[src/rtl/gfx_cmd_decode_engine.sv]
// Byte-stream command decoder: parses FILL_RECT / FILL_PIXEL commands into a held valid/ready command.
// Optional screen clipping of origin/size is enabled by defining CMD_DECODE_CLIP_EN (adds port clip_drop).
module gfx_cmd_decode_engine #(
  parameter int COORD_BYTES = 2,
  parameter int COLOR_W     = 4,
  parameter int SCREEN_W    = 640,
  parameter int SCREEN_H    = 480,
  localparam int COORD_W    = 8 * COORD_BYTES
) (
  input  logic               clk,
  input  logic               rst_,
  output logic               cmd_fifo_rtr,
  input  logic               cmd_fifo_rts,
  input  logic [7:0]         cmd_fifo_data,
  output logic               cmd_valid,
  input  logic               cmd_ready,
  output logic               cmd_opcode,
  output logic [COORD_W-1:0] cmd_origx,
  output logic [COORD_W-1:0] cmd_origy,
  output logic [COORD_W-1:0] cmd_wid,
  output logic [COORD_W-1:0] cmd_hgt,
  output logic [COLOR_W-1:0] cmd_rval,
  output logic [COLOR_W-1:0] cmd_gval,
  output logic [COLOR_W-1:0] cmd_bval,
  output logic               addr_start_strobe,
  output logic               bad_opcode
`ifdef CMD_DECODE_CLIP_EN
  ,
  output logic               clip_drop
`endif
);

  typedef enum logic [1:0] {S_OPC, S_FIELD, S_HOLD} state_t;
  typedef enum logic [2:0] {F_ORIGX, F_ORIGY, F_WID, F_HGT, F_R, F_G, F_B} field_t;

  localparam logic [1:0] LAST_BYTE = 2'(COORD_BYTES - 1);

  state_t     state, state_nxt;
  field_t     field, field_nxt;
  logic [1:0] byte_cnt, byte_nxt;
  logic       xfc;
  logic       is_coord;
  logic       addr_nxt;
  logic       bad_nxt;
  logic       drop_nxt;
  logic       origin_oob;
  logic       drop_q;

  function automatic logic [COORD_W-1:0] shift_in(input logic [COORD_W-1:0] cur,
                                                  input logic [7:0] b);
    return COORD_W'({cur, b});
  endfunction

  assign cmd_fifo_rtr = (state != S_HOLD);
  assign cmd_valid    = (state == S_HOLD);
  assign xfc          = cmd_fifo_rtr & cmd_fifo_rts;
  assign is_coord     = (field == F_ORIGX) || (field == F_ORIGY) ||
                        (field == F_WID)   || (field == F_HGT);

`ifdef CMD_DECODE_CLIP_EN
  localparam logic [COORD_W:0] SW_EXT = (COORD_W+1)'(SCREEN_W);
  localparam logic [COORD_W:0] SH_EXT = (COORD_W+1)'(SCREEN_H);

  logic [COORD_W:0]   room_x, room_y;
  logic [COORD_W-1:0] wid_clip, hgt_clip;

  // Origin bounds use the incoming last origy byte so the drop decision lands with the strobe.
  always_comb begin
    origin_oob = ({1'b0, cmd_origx} >= SW_EXT) ||
                 ({1'b0, shift_in(cmd_origy, cmd_fifo_data)} >= SH_EXT);
    room_x     = SW_EXT - {1'b0, cmd_origx};
    room_y     = SH_EXT - {1'b0, cmd_origy};
    wid_clip   = ({1'b0, cmd_wid} > room_x) ? COORD_W'(room_x) : cmd_wid;
    hgt_clip   = ({1'b0, cmd_hgt} > room_y) ? COORD_W'(room_y) : cmd_hgt;
  end
`else
  assign origin_oob = 1'b0;
`endif

  always_ff @(posedge clk or negedge rst_) begin
    if (!rst_) begin
      state    <= S_OPC;
      field    <= F_ORIGX;
      byte_cnt <= 2'd0;
    end else begin
      state    <= state_nxt;
      field    <= field_nxt;
      byte_cnt <= byte_nxt;
    end
  end

  always_comb begin
    state_nxt = state;
    field_nxt = field;
    byte_nxt  = byte_cnt;
    addr_nxt  = 1'b0;
    bad_nxt   = 1'b0;
    drop_nxt  = 1'b0;
    case (state)
      S_OPC: begin
        if (xfc) begin
          if (cmd_fifo_data == 8'h01 || cmd_fifo_data == 8'h02) begin
            state_nxt = S_FIELD;
            field_nxt = F_ORIGX;
            byte_nxt  = 2'd0;
          end else begin
            bad_nxt = 1'b1;
          end
        end
      end
      S_FIELD: begin
        if (xfc) begin
          if (is_coord && byte_cnt != LAST_BYTE) begin
            byte_nxt = byte_cnt + 2'd1;
          end else begin
            byte_nxt = 2'd0;
            case (field)
              F_ORIGX: field_nxt = F_ORIGY;
              F_ORIGY: begin
                addr_nxt  = ~origin_oob;
                field_nxt = cmd_opcode ? F_R : F_WID;
              end
              F_WID:   field_nxt = F_HGT;
              F_HGT:   field_nxt = F_R;
              F_R:     field_nxt = F_G;
              F_G:     field_nxt = F_B;
              F_B: begin
                field_nxt = F_ORIGX;
                state_nxt = drop_q ? S_OPC : S_HOLD;
                drop_nxt  = drop_q;
              end
              default: field_nxt = F_ORIGX;
            endcase
          end
        end
      end
      S_HOLD: begin
        if (cmd_ready) state_nxt = S_OPC;
      end
      default: state_nxt = S_OPC;
    endcase
  end

  // Field registers update only on their own byte transfer; frozen while holding.
  always_ff @(posedge clk or negedge rst_) begin
    if (!rst_) begin
      cmd_opcode        <= 1'b0;
      cmd_origx         <= '0;
      cmd_origy         <= '0;
      cmd_wid           <= '0;
      cmd_hgt           <= '0;
      cmd_rval          <= '0;
      cmd_gval          <= '0;
      cmd_bval          <= '0;
      addr_start_strobe <= 1'b0;
      bad_opcode        <= 1'b0;
      drop_q            <= 1'b0;
    end else begin
      addr_start_strobe <= addr_nxt;
      bad_opcode        <= bad_nxt;
      if (xfc && state == S_OPC && !bad_nxt) begin
        cmd_opcode <= (cmd_fifo_data == 8'h02);
        drop_q     <= 1'b0;
        if (cmd_fifo_data == 8'h02) begin
          cmd_wid <= COORD_W'(1);
          cmd_hgt <= COORD_W'(1);
        end
      end
      if (xfc && state == S_FIELD) begin
        case (field)
          F_ORIGX: cmd_origx <= shift_in(cmd_origx, cmd_fifo_data);
          F_ORIGY: begin
            cmd_origy <= shift_in(cmd_origy, cmd_fifo_data);
            if (byte_cnt == LAST_BYTE) drop_q <= origin_oob;
          end
          F_WID:   cmd_wid <= shift_in(cmd_wid, cmd_fifo_data);
          F_HGT:   cmd_hgt <= shift_in(cmd_hgt, cmd_fifo_data);
          F_R: begin
            cmd_rval <= cmd_fifo_data[COLOR_W-1:0];
`ifdef CMD_DECODE_CLIP_EN
            cmd_wid  <= wid_clip;
            cmd_hgt  <= hgt_clip;
`endif
          end
          F_G:     cmd_gval <= cmd_fifo_data[COLOR_W-1:0];
          F_B:     cmd_bval <= cmd_fifo_data[COLOR_W-1:0];
          default: ;
        endcase
      end
    end
  end

`ifdef CMD_DECODE_CLIP_EN
  always_ff @(posedge clk or negedge rst_) begin
    if (!rst_) clip_drop <= 1'b0;
    else       clip_drop <= drop_nxt;
  end
`endif

endmodule

[config.mk]
export PLATFORM = sky130hd
export DESIGN_NAME = gfx_cmd_decode_engine
export DESIGN_NICKNAME = d
export VERILOG_FILES = /design/src/rtl/gfx_cmd_decode_engine.sv
export SDC_FILE = /design/constraint.sdc
export NUM_CORES = 1
export LEC_CHECK = 0
export ABC_AREA = 1
export BUFFER_PORTS_ARGS = -buffer_cell sky130_fd_sc_hd__buf_2
export CAP_MARGIN = 30
export CORE_ASPECT_RATIO = 0.5
export CORE_MARGIN = 5
export CORE_UTILIZATION = 52
export DETAILED_ROUTE_END_ITERATION = 10
export PLACE_DENSITY = 0.83
export SYNTH_ARGS = -nofsm -noshare
export SYNTH_HDL_FRONTEND = slang
export SYNTH_SLANG_ARGS = --single-unit
[constraint.sdc]
create_clock -name clk -period 1.81 [get_ports clk]
set_input_delay 0.0905 -clock clk [delete_from_list [all_inputs] [get_ports clk]]
set_output_delay 0.0905 -clock clk [all_outputs]
set_load 0.02 [all_outputs]
# [Word level (Yosys, flattened, before mapping)]
# Cells that the tools add are included.
[classes] n_mux=39 multipliers=0 div=0 shift=0 eq_ne=19 n_reduce_logical=20 magnitude_cmp=0 n_bitwise=1 n_addsub=1
[ops] op="two-way mux 16 bit" count=8
[ops] op="two-way mux 2 bit" count=11
[ops] op="case mux 3 bit (6 select lines)" count=1
[ops] op="two-way mux 3 bit" count=5
[ops] op="two-way mux 1 bit" count=11
[ops] op="inequality test 2 bit, second input constant" count=5
[ops] op="AND reduction 2 bit" count=5
[ops] op="== test 3 bit, second input constant" count=3
[ops] op="== test 8 x 1 -> 1 bit, second input constant" count=1
[ops] op="== test 8 x 2 -> 1 bit, second input constant" count=1
[ops] op="== test 3 x 2 -> 1 bit, second input constant" count=2
[ops] op="inequality test 2 x 1 -> 1 bit, second input constant" count=3
[ops] op="case mux 2 bit (3 select lines)" count=1
[ops] op="case mux 3 bit (2 select lines)" count=1
[ops] op="AND reduction 6 bit" count=1
[ops] op="AND reduction 5 bit" count=1
[ops] op="== test 2 x 1 -> 1 bit, second input constant" count=2
[ops] op="logical AND 1 bit" count=4
[ops] op="logical OR 1 bit" count=4
[ops] op="case mux 2 bit (2 select lines)" count=1
[ops] op="AND reduction 4 bit" count=1
[ops] op="== test 3 x 1 -> 1 bit, second input constant" count=1
[ops] op="zero test 3 bit" count=1
[ops] op="adder 2 x 1 -> 2 bit, second input constant" count=1
[ops] op="5 further kinds" count=5
[totals] output_inout_bits=81 romBits=0 ff_bits=87 elab_cells=94 latch_bits=0 ramBits=0 n_memories=0 in_bits=12

# [Depth between registers and ports, before layout]
# Gate-level depths: netlist of the first run.
[logic_depth] ltp_word=11 depth_mapped=9 mapped_depth_nobuf=9

# [Worst setup path after synthesis of the first run]
# Ideal clock, no wire load.
[synth_timing] path_kind="register to register" start="reg state[1]" end="reg cmd_hgt[5]" path_slack_ns=0.369 required_ns=1.684 n_path_buf=1 stages_incl_launch_ff=8 period_less_slack_ns=1.441 setup_ns=0.126 arrival_ns=1.315 path_cell_list="dfrtp_1 > nor2_1 > nand2_1 > nor2_1 > nand2_2 > o21ai_2 > buf_2 > o21ai_0"
[synth_via] elab_chain_len=9 word_cells_on_any_way=13 cone_classes="eq/ne (2); mux (5); bitwise (1); reduce/logical (5)"
[synth_rtl] element="start: declaration" line="38" rtl="state_t state, state_nxt;"
[synth_rtl] element="start signal: assignment" line="86" rtl="state <= state_nxt;"
[synth_rtl] element="inequality test 2 bit" line="54" rtl="assign cmd_fifo_rtr = (state != S_HOLD);"
[synth_rtl] element="bitwise AND 1 bit" line="56" rtl="assign xfc = cmd_fifo_rtr & cmd_fifo_rts;"
[synth_rtl] element="two-way mux 1 bit" line="101" rtl="if (xfc) begin"
[synth_rtl] element="two-way mux 1 bit" line="99" rtl="case (state)"
[synth_rtl] element="zero test 1 bit" line="161" rtl="if (xfc && state == S_OPC && !bad_nxt) begin"
[synth_rtl] element="logical AND 1 bit" line="161"
[synth_rtl] element="two-way mux 16 bit" line="161"
[synth_rtl] element="two-way mux 16 bit" line="170" rtl="case (field)"
[synth_rtl] element="two-way mux 16 bit *" line="169" rtl="if (xfc && state == S_FIELD) begin"
[synth_rtl] element="end signal: assignment" line="177" rtl="F_HGT: cmd_hgt <= shift_in(cmd_hgt, cmd_fifo_data);"
[synth_rtl] element="end: declaration" line="21" rtl="output logic [COORD_W-1:0] cmd_hgt,"
# Mark *: on every way between the ends. The rest lies on a longest branch, timed or not.
# A chain may end at the register's enable or synchronous reset.

# [Final worst setup path of the first run]
[layout_timing] start="reg state[0]" end="reg cmd_origx[12]"
[layout_via] elab_chain_len=4 word_cells_on_any_way=5 cone_classes="eq/ne (2); bitwise (1); reduce/logical (2)"
[layout_rtl] element="inequality test 2 bit" line="54"
[layout_rtl] element="bitwise AND 1 bit" line="56"
[layout_rtl] element="logical AND 1 bit *" line="169"
[layout_rtl] element="AND reduction 2 bit (no line) *"
[layout_rtl] element="end signal: assignment" line="171" rtl="F_ORIGX: cmd_origx <= shift_in(cmd_origx, cmd_fifo_data);"
[layout_rtl] element="end: declaration" line="18" rtl="output logic [COORD_W-1:0] cmd_origx,"
# Marks and branches as above.

==> flow_summary.yaml, run 1 <==
sta:
  finalCritPeriodShare: 0.886
  layout_min_cycle_time_ns: 1.60
  max_slew_margin: 0.601
  finClkSkew_ns: 0.00646
  clock.fmax_mhz: 623
  setup_tns_ns: 0
  worst_pin_slew_ns: 0.598
  slew_viol_final: 0
  setup_viol: 0
  hold_violations: 0
  rsz0062_at_grt: "false"
  fin_ws_ns: 0.206
die:
  start_util: 0.532
  dieArea_mm2: 0.00865
  die_height_um: 68.3
  core-area_mm2: 0.00665
  rows: 21
  die_x_um: 127
  ios: 93
drt:
  final_antenna_net_count: 0
  vias: 2862
  via_per_inst: 5.13
  wirelength_mm: 8.34
  drtPass1Iterations: 4
  drt_first_iter_violations: 262
  routedWlPerCell_um: 15.0
  remaining_drc_errors: 0
power_and_ir_drop:
  p_clk_frac: 0.354
  seqPwrFrac: 0.471
  netSwitchingFraction: 0.287
  p_per_area_mw_per_mm2: 1090
  internal-power_uw: 3490
  p_leak_uw: 0.00246
  ir_worst_vdd_v: 0.000748
  p_comb_frac: 0.175
  switchingPower_uw: 1400
place:
  pre_cts_slack_ns: 0.174
  dp_hpwl_mm: 5.77
  io_buffers: 92
  dp.cells: 539
  place_congestion: 0.882
  dpl_cell_area_mm2: 0.00414
cells_and_area:
  diodes: 0
  seqCellArea_mm2: 0.00218
  layout.cells.non_filler: 558
  final_nets: 475
  fillers: 515
  syn_to_final_growth_pct: 26.5
  multi_input_area_mm2: 0.00115
  design_area_mm2: 0.00447
  drive_above_1_share: 0.322
logic_synthesis:
  syn_nets: 369
  synth.yosys.warnings: 0
  netlist_area_mm2: 0.00353
  yosysSeqAreaShare: 0.616
  synth_cell_type_count: 30
  async_flop_share: 1.00
  avgSynthCellArea_um2: 9.93
  synthTopCellsByCount: "87 x dfrtp_1, 84 x nand2_1, 49 x o21ai_0"
  ys_ff_latch: 87
  synth_cells: 356
  synth_edf_count: 0
  yosysTopAreaCell: "dfrtp_1"
  synthTopCellsByArea: "dfrtp_1 62%, nand2_1 8.9%, o21ai_0 6.9%, inv_1 3.8%, mux2_2 3.8%"
  synth_top_cell_area_share: 0.616
  yosys.cell_count.top_type: "dfrtp_1"
  synth-main-ff-cell: "dfrtp_1"
job:
  cap_violations: 0
worst_setup_path:
  start_kind: "flop"
  rr_startpoint: "state[0]"
  crit_type: "flop to flop"
  r2r-end: "cmd_origx[12]"
  crit_fanout: 24
  cp.arrival_ns: 1.82
  reg2reg_slack_ns: 0.21
  crit_start: "state[0]"
  crit_end: "cmd_origx[12]"
  cp.required_ns: 2.03
  critical_path.endpoint_type: "flop"
  reg2regPathDepth: 6
clock_network:
  clkLatencyLatePin_ns: 0.34
  cts_tree: "done"
  cts.htree.levels: 3
  ctsRootBufferMaster: "clkbuf_16"
  numCtsBuffers: 9
  path_clk_slew_ns: 0.06
  cts_max_path_buffers: 2
  clkSinkCount: 87
  post_cts_buffers: 0
grt:
  grt_pass1_vias: 2719
  grt_pass1_wl_mm: 13.6
  antenna_found_initial: 0
  grt_max_degree: 48
  overflow: 0
  grtUsageTotal: 0.205
worst_hold_path:
  hold_path_class: "primary input to flop"
run_status:
  status: "completed"
## worst min path at each step
stage / from / endpoint / slack [ns] / cells after the start
3_5_place_dp: rst_ / cmd_hgt[8] / 0.14 / 1
4_1_cts: cmd_fifo_data[7] / cmd_hgt[7] / 0.004 / 3
3_3_place_gp: rst_ / cmd_hgt[8] / 0.14 / 1
5_1_grt: cmd_fifo_data[1] / cmd_hgt[1] / 0.01 / 3
6_report: cmd_fifo_data[7] / cmd_hgt[7] / 0.008 / 3
2_1_floorplan: rst_ / addr_start_strobe / -0.21 / 0
## cell usage in the layout (no fill, tap or decap), types with 2 or more instances in the layout
cell type / Yosys / final
clkbuf_16: 0 / 9
dlygate4sd3_1: 0 / 2
nor3_1: 4 / 4
o21bai_1: 2 / 2
inv_2: 2 / 2
nand2_4: 2 / 2
clkinvlp_4: 0 / 3
buf_2: 3 / 91
mux2_2: 12 / 12
buf_4: 0 / 11
nand3_1: 22 / 22
inv_1: 36 / 35
nor2_4: 1 / 2
dfrtp_1: 87 / 87
mux2_4: 4 / 4
nand2_1: 84 / 84
clkbuf_8: 0 / 3
clkinv_2: 1 / 3
nor2_1: 17 / 16
o21ai_0: 49 / 49
a21oi_1: 9 / 9
## power by group through the flow
stage	Sequential (uW)	Combinational, uW	Clock, uW
CTS	2310	872	1760
global route	2340	955	1840
floorplan	2530	315	0
detailed placement	2340	866	0
finish	2310	859	1730
global placement	2330	835	0
## cells by family after synthesis
logic type | after synthesis | synth area share
compound gates | 65 | 0.0970
fa+ha+maj | 1 | 0.00354
buf+inv | 51 | 0.0598
flops | 87 | 0.616
mux | 16 | 0.0552
simple gates | 136 | 0.169
## sequential cells by signal, indices dropped and copies added (netlist names)
register and cells:
drop_q 1, cmd_gval 4, cmd_rval 4, cmd_origx 16
bad_opcode 1, cmd_wid 16, byte_cnt 2, addr_start_strobe 1
cmd_hgt 16, field 3, cmd_bval 4, state 2
cmd_origy 16, cmd_opcode 1
## metrics by stage
step                      total power (uW)  hold slack (ns)   util
final                                 4890          0.00844  0.673
after global routing                  5130           0.0104  0.673
after CTS                             4930          0.00443  0.669
after detailed placement              3200            0.138  0.623
after global placement                3170            0.136  0.623
after floorplan                       2850           -0.205      -
## repair_timing
item	4_1_cts	5_1_grt
hold buffers	2	0
setup endpoints to repair	0	5
endpoints found under the hold margin	46	0
resized for setup	0	5
## area by class of cell
cell class                      count  share of cell area
Inverter                           39              0.0339
Timing Repair Buffer              105               0.129
Multi-Input combinational cell    218               0.258
Timing Repair inverter              2             0.00280
Clock buffer                       12              0.0596
Tap cell                           92              0.0257
Sequential cell                    87               0.487
Clock inverter                      3             0.00392
## routing by layer
metal / track usage / up-vias / routed length [um]
li1: - / 1363 / -
met1: 0.263 / 1396 / 3590
met2: 0.341 / 91 / 4030
met3: 0.0655 / 12 / 617
met4: 0.0615 / 0 / 108
met5: 0 / - / 0
## critical path, stage by stage, from the launching register on
cell	delay, ns
dfrtp_1	0.41
inv_2	0.07
nor2_4	0.16
nand2_4	0.12
clkinv_2	0.11
nand3_4	0.24
mux2_4	0.37
No activity file was read; power rests on OpenSTA's default activity.
==> inputs of run 2 (changes only) <==
Settings changed: ABC_AREA 1 to 0.
==> flow_summary.yaml, run 2 <==
power_and_ir_drop:
  p_clk_frac: 0.348
  p_leak_uw: 0.00242
  p_comb_frac: 0.207
  netSwitchingFraction: 0.301
  switchingPower_uw: 1630
  internal-power_uw: 3770
  p_per_area_mw_per_mm2: 1230
  seqPwrFrac: 0.445
  ir_worst_vdd_v: 0.000654
die:
  rows: 21
  die_height_um: 68.0
  start_util: 0.529
  die_x_um: 126
  dieArea_mm2: 0.00858
  ios: 93
  core-area_mm2: 0.00662
grt:
  grt_max_degree: 43
  grt_pass1_wl_mm: 13.8
  gr-usage-met3: 0.0538
  grt-busiest-layer: "met2"
  gr-usage-met1: 0.248
  grtUsageTotal: 0.208
  grt_pass1_vias: 2617
  use_met2: 0.372
  antenna_found_initial: 0
  overflow: 0
drt:
  final_antenna_net_count: 0
  remaining_drc_errors: 0
  vias: 2427
  drtPass1Iterations: 4
  wirelength_mm: 8.52
  drt_first_iter_violations: 204
  routedWlPerCell_um: 19.5
  via_per_inst: 5.57
worst_setup_path:
  cp.required_ns: 2.02
  slowest_stage: "dfrtp_1"
  rr_startpoint: "state[0]"
  crit_type: "flop to flop"
  reg2regPathDepth: 4
  crit_start: "state[0]"
  path_cells: "and4bb_2 > and3_2 > buf_4 > a22o_2"
  crit_fanout: 14
  critical_path.endpoint_type: "flop"
  start_kind: "flop"
  cp.arrival_ns: 1.93
  critPathMaxStageDelay_ns: 0.46
sta:
  hold_violations: 0
  rsz0062_at_grt: "false"
  finalCritPeriodShare: 0.946
  clock.fmax_mhz: 584
  layout_min_cycle_time_ns: 1.71
  worst_pin_slew_ns: 0.533
  finClkSkew_ns: 0.0117
  finalHoldWorstSlack_ns: 0.0883
  slew_viol_final: 0
  setup_viol: 0
  setup_tns_ns: 0
  max_slew_margin: 0.645
logic_synthesis:
  synthTopCellsByArea: "dfrtp_1 62%, mux2_2 13%, a22o_1 5.3%, a22o_2 2.9%, nor2_8 1.1%"
  avgSynthCellArea_um2: 14.6
  synth_cells: 240
  synth-main-ff-cell: "dfrtp_1"
  yosysTopAreaCell: "dfrtp_1"
  synthTopCellsByCount: "87 x dfrtp_1, 40 x mux2_2, 21 x a22o_1"
  netlist_area_mm2: 0.00350
  synth.yosys.warnings: 0
  yosys.cell_count.top_type: "dfrtp_1"
  synth_cell_type_count: 43
  syn_nets: 253
  ys_ff_latch: 87
  async_flop_share: 1.00
  yosysSeqAreaShare: 0.621
  synth_edf_count: 0
  synth_top_cell_area_share: 0.621
clock_network:
  clkLatencyLatePin_ns: 0.34
  numCtsBuffers: 9
  ctsRootBufferMaster: "clkbuf_16"
  path_clk_slew_ns: 0.06
  clkSinkCount: 87
  cts.htree.levels: 3
  post_cts_buffers: 0
  cts_tree: "done"
  cts_max_path_buffers: 2
run_status:
  status: "completed"
place:
  place_congestion: 0.891
  dp_hpwl_mm: 5.87
  io_buffers: 92
worst_hold_path:
  hold_path_class: "primary input to flop"
  hold_start: "cmd_fifo_data[7]"
  whs_path_depth: 2
cells_and_area:
  mostFrequentLayoutCells: "91 x buf_2, 87 x dfrtp_1, 40 x mux2_2, 21 x a22o_1, 10 x a22o_2"
  final_nets: 352
  diodes: 0
  syn_to_final_growth_pct: 25.0
  drive_above_1_share: 0.517
  final_common_cell: "buf_2"
job:
  cap_violations: 0
[run 2: cell types whose count changed after synthesis, moves of 20 or more]
cell     previous run  this run
nand3_1            22         2
inv_1              36         4
o21ai_0            49         7
mux2_2             12        40
a22o_1              0        21
nand2_1            84         5
[run 2: what timing repair did]
action | in CTS | in global routing
hold buffers | 2 | 0
gates resized for setup | 0 | 5
endpoints found under the setup margin | 0 | 53
endpoints found under the hold margin | 41 | 0
[run 2: power groups by stage]
| stage | logic [uW] | registers, uW | clock network, uW |
|---|---|---|---|
| detailed placement | 1100 | 2430 | 0 |
| global route | 1190 | 2440 | 1990 |
| global placement | 1060 | 2400 | 0 |
| finish | 1110 | 2400 | 1880 |
| floorplan | 453 | 2640 | 0 |
| CTS | 1120 | 2400 | 1890 |
[run 2: cells by family after synthesis]
group / synth area share
simple gates: 0.0846
fa+ha+maj: 0.00357
flops: 0.621
compound gates: 0.116
xor+xnor: 0.00250
mux: 0.138
buf+inv: 0.0339
[run 2: final timing paths]
kind / slack [ns] / end
max: 0.1 / cmd_hgt[4]
min: 0.09 / cmd_wid[7]
max reg2reg: 0.1 / cmd_hgt[4]
min reg2reg: 0.47 / state[1]
max in group asynchronous: 0.86 / cmd_wid[9]
min in group asynchronous: 0.28 / cmd_origy[1]
[run 2: layer usage]
metal / share of wire / wire, um
met1: 0.40 / 3410
met2: 0.51 / 4360
met3: 0.064 / 544
met4: 0.024 / 203
met5: 0 / 0
[run 2: critical path: cells and delay by family (launching register included)]
| kind | cells | cell delay [ns] |
|---|---|---|
| buffers and inverters | 1 | 0.21 |
| AND/OR/NAND/NOR | 2 | 0.64 |
| AO/OA/AOI/OAI | 1 | 0.28 |
| flip-flops | 1 | 0.46 |
[run 2: area by class of cell]
cell class / instances / area (um^2)
multi-input combinational: 136 / 1220
tap: 92 / 115
fill: 498 / 2240
timing repair buffer: 101 / 548
sequential: 87 / 2180
clock buffer: 10 / 239
clock inverter: 6 / 68.8
inverter: 4 / 15.0
[run 2: per-stage QoR]
step | util | setup WS (ns) | total power [uW] | std cells | area, um^2
5_1_grt | 0.661 | 0.0273 | 5620 | 436 | 4380
3_5_place_dp | 0.611 | 0.0277 | 3540 | 418 | 4040
2_1_floorplan | - | 0.229 | 3090 | 240 | 3500
6_report | 0.661 | 0.0969 | 5390 | 436 | 4380
4_1_cts | 0.660 | 0.00305 | 5410 | 436 | 4370
3_3_place_gp | 0.611 | 0.150 | 3460 | 418 | 4040
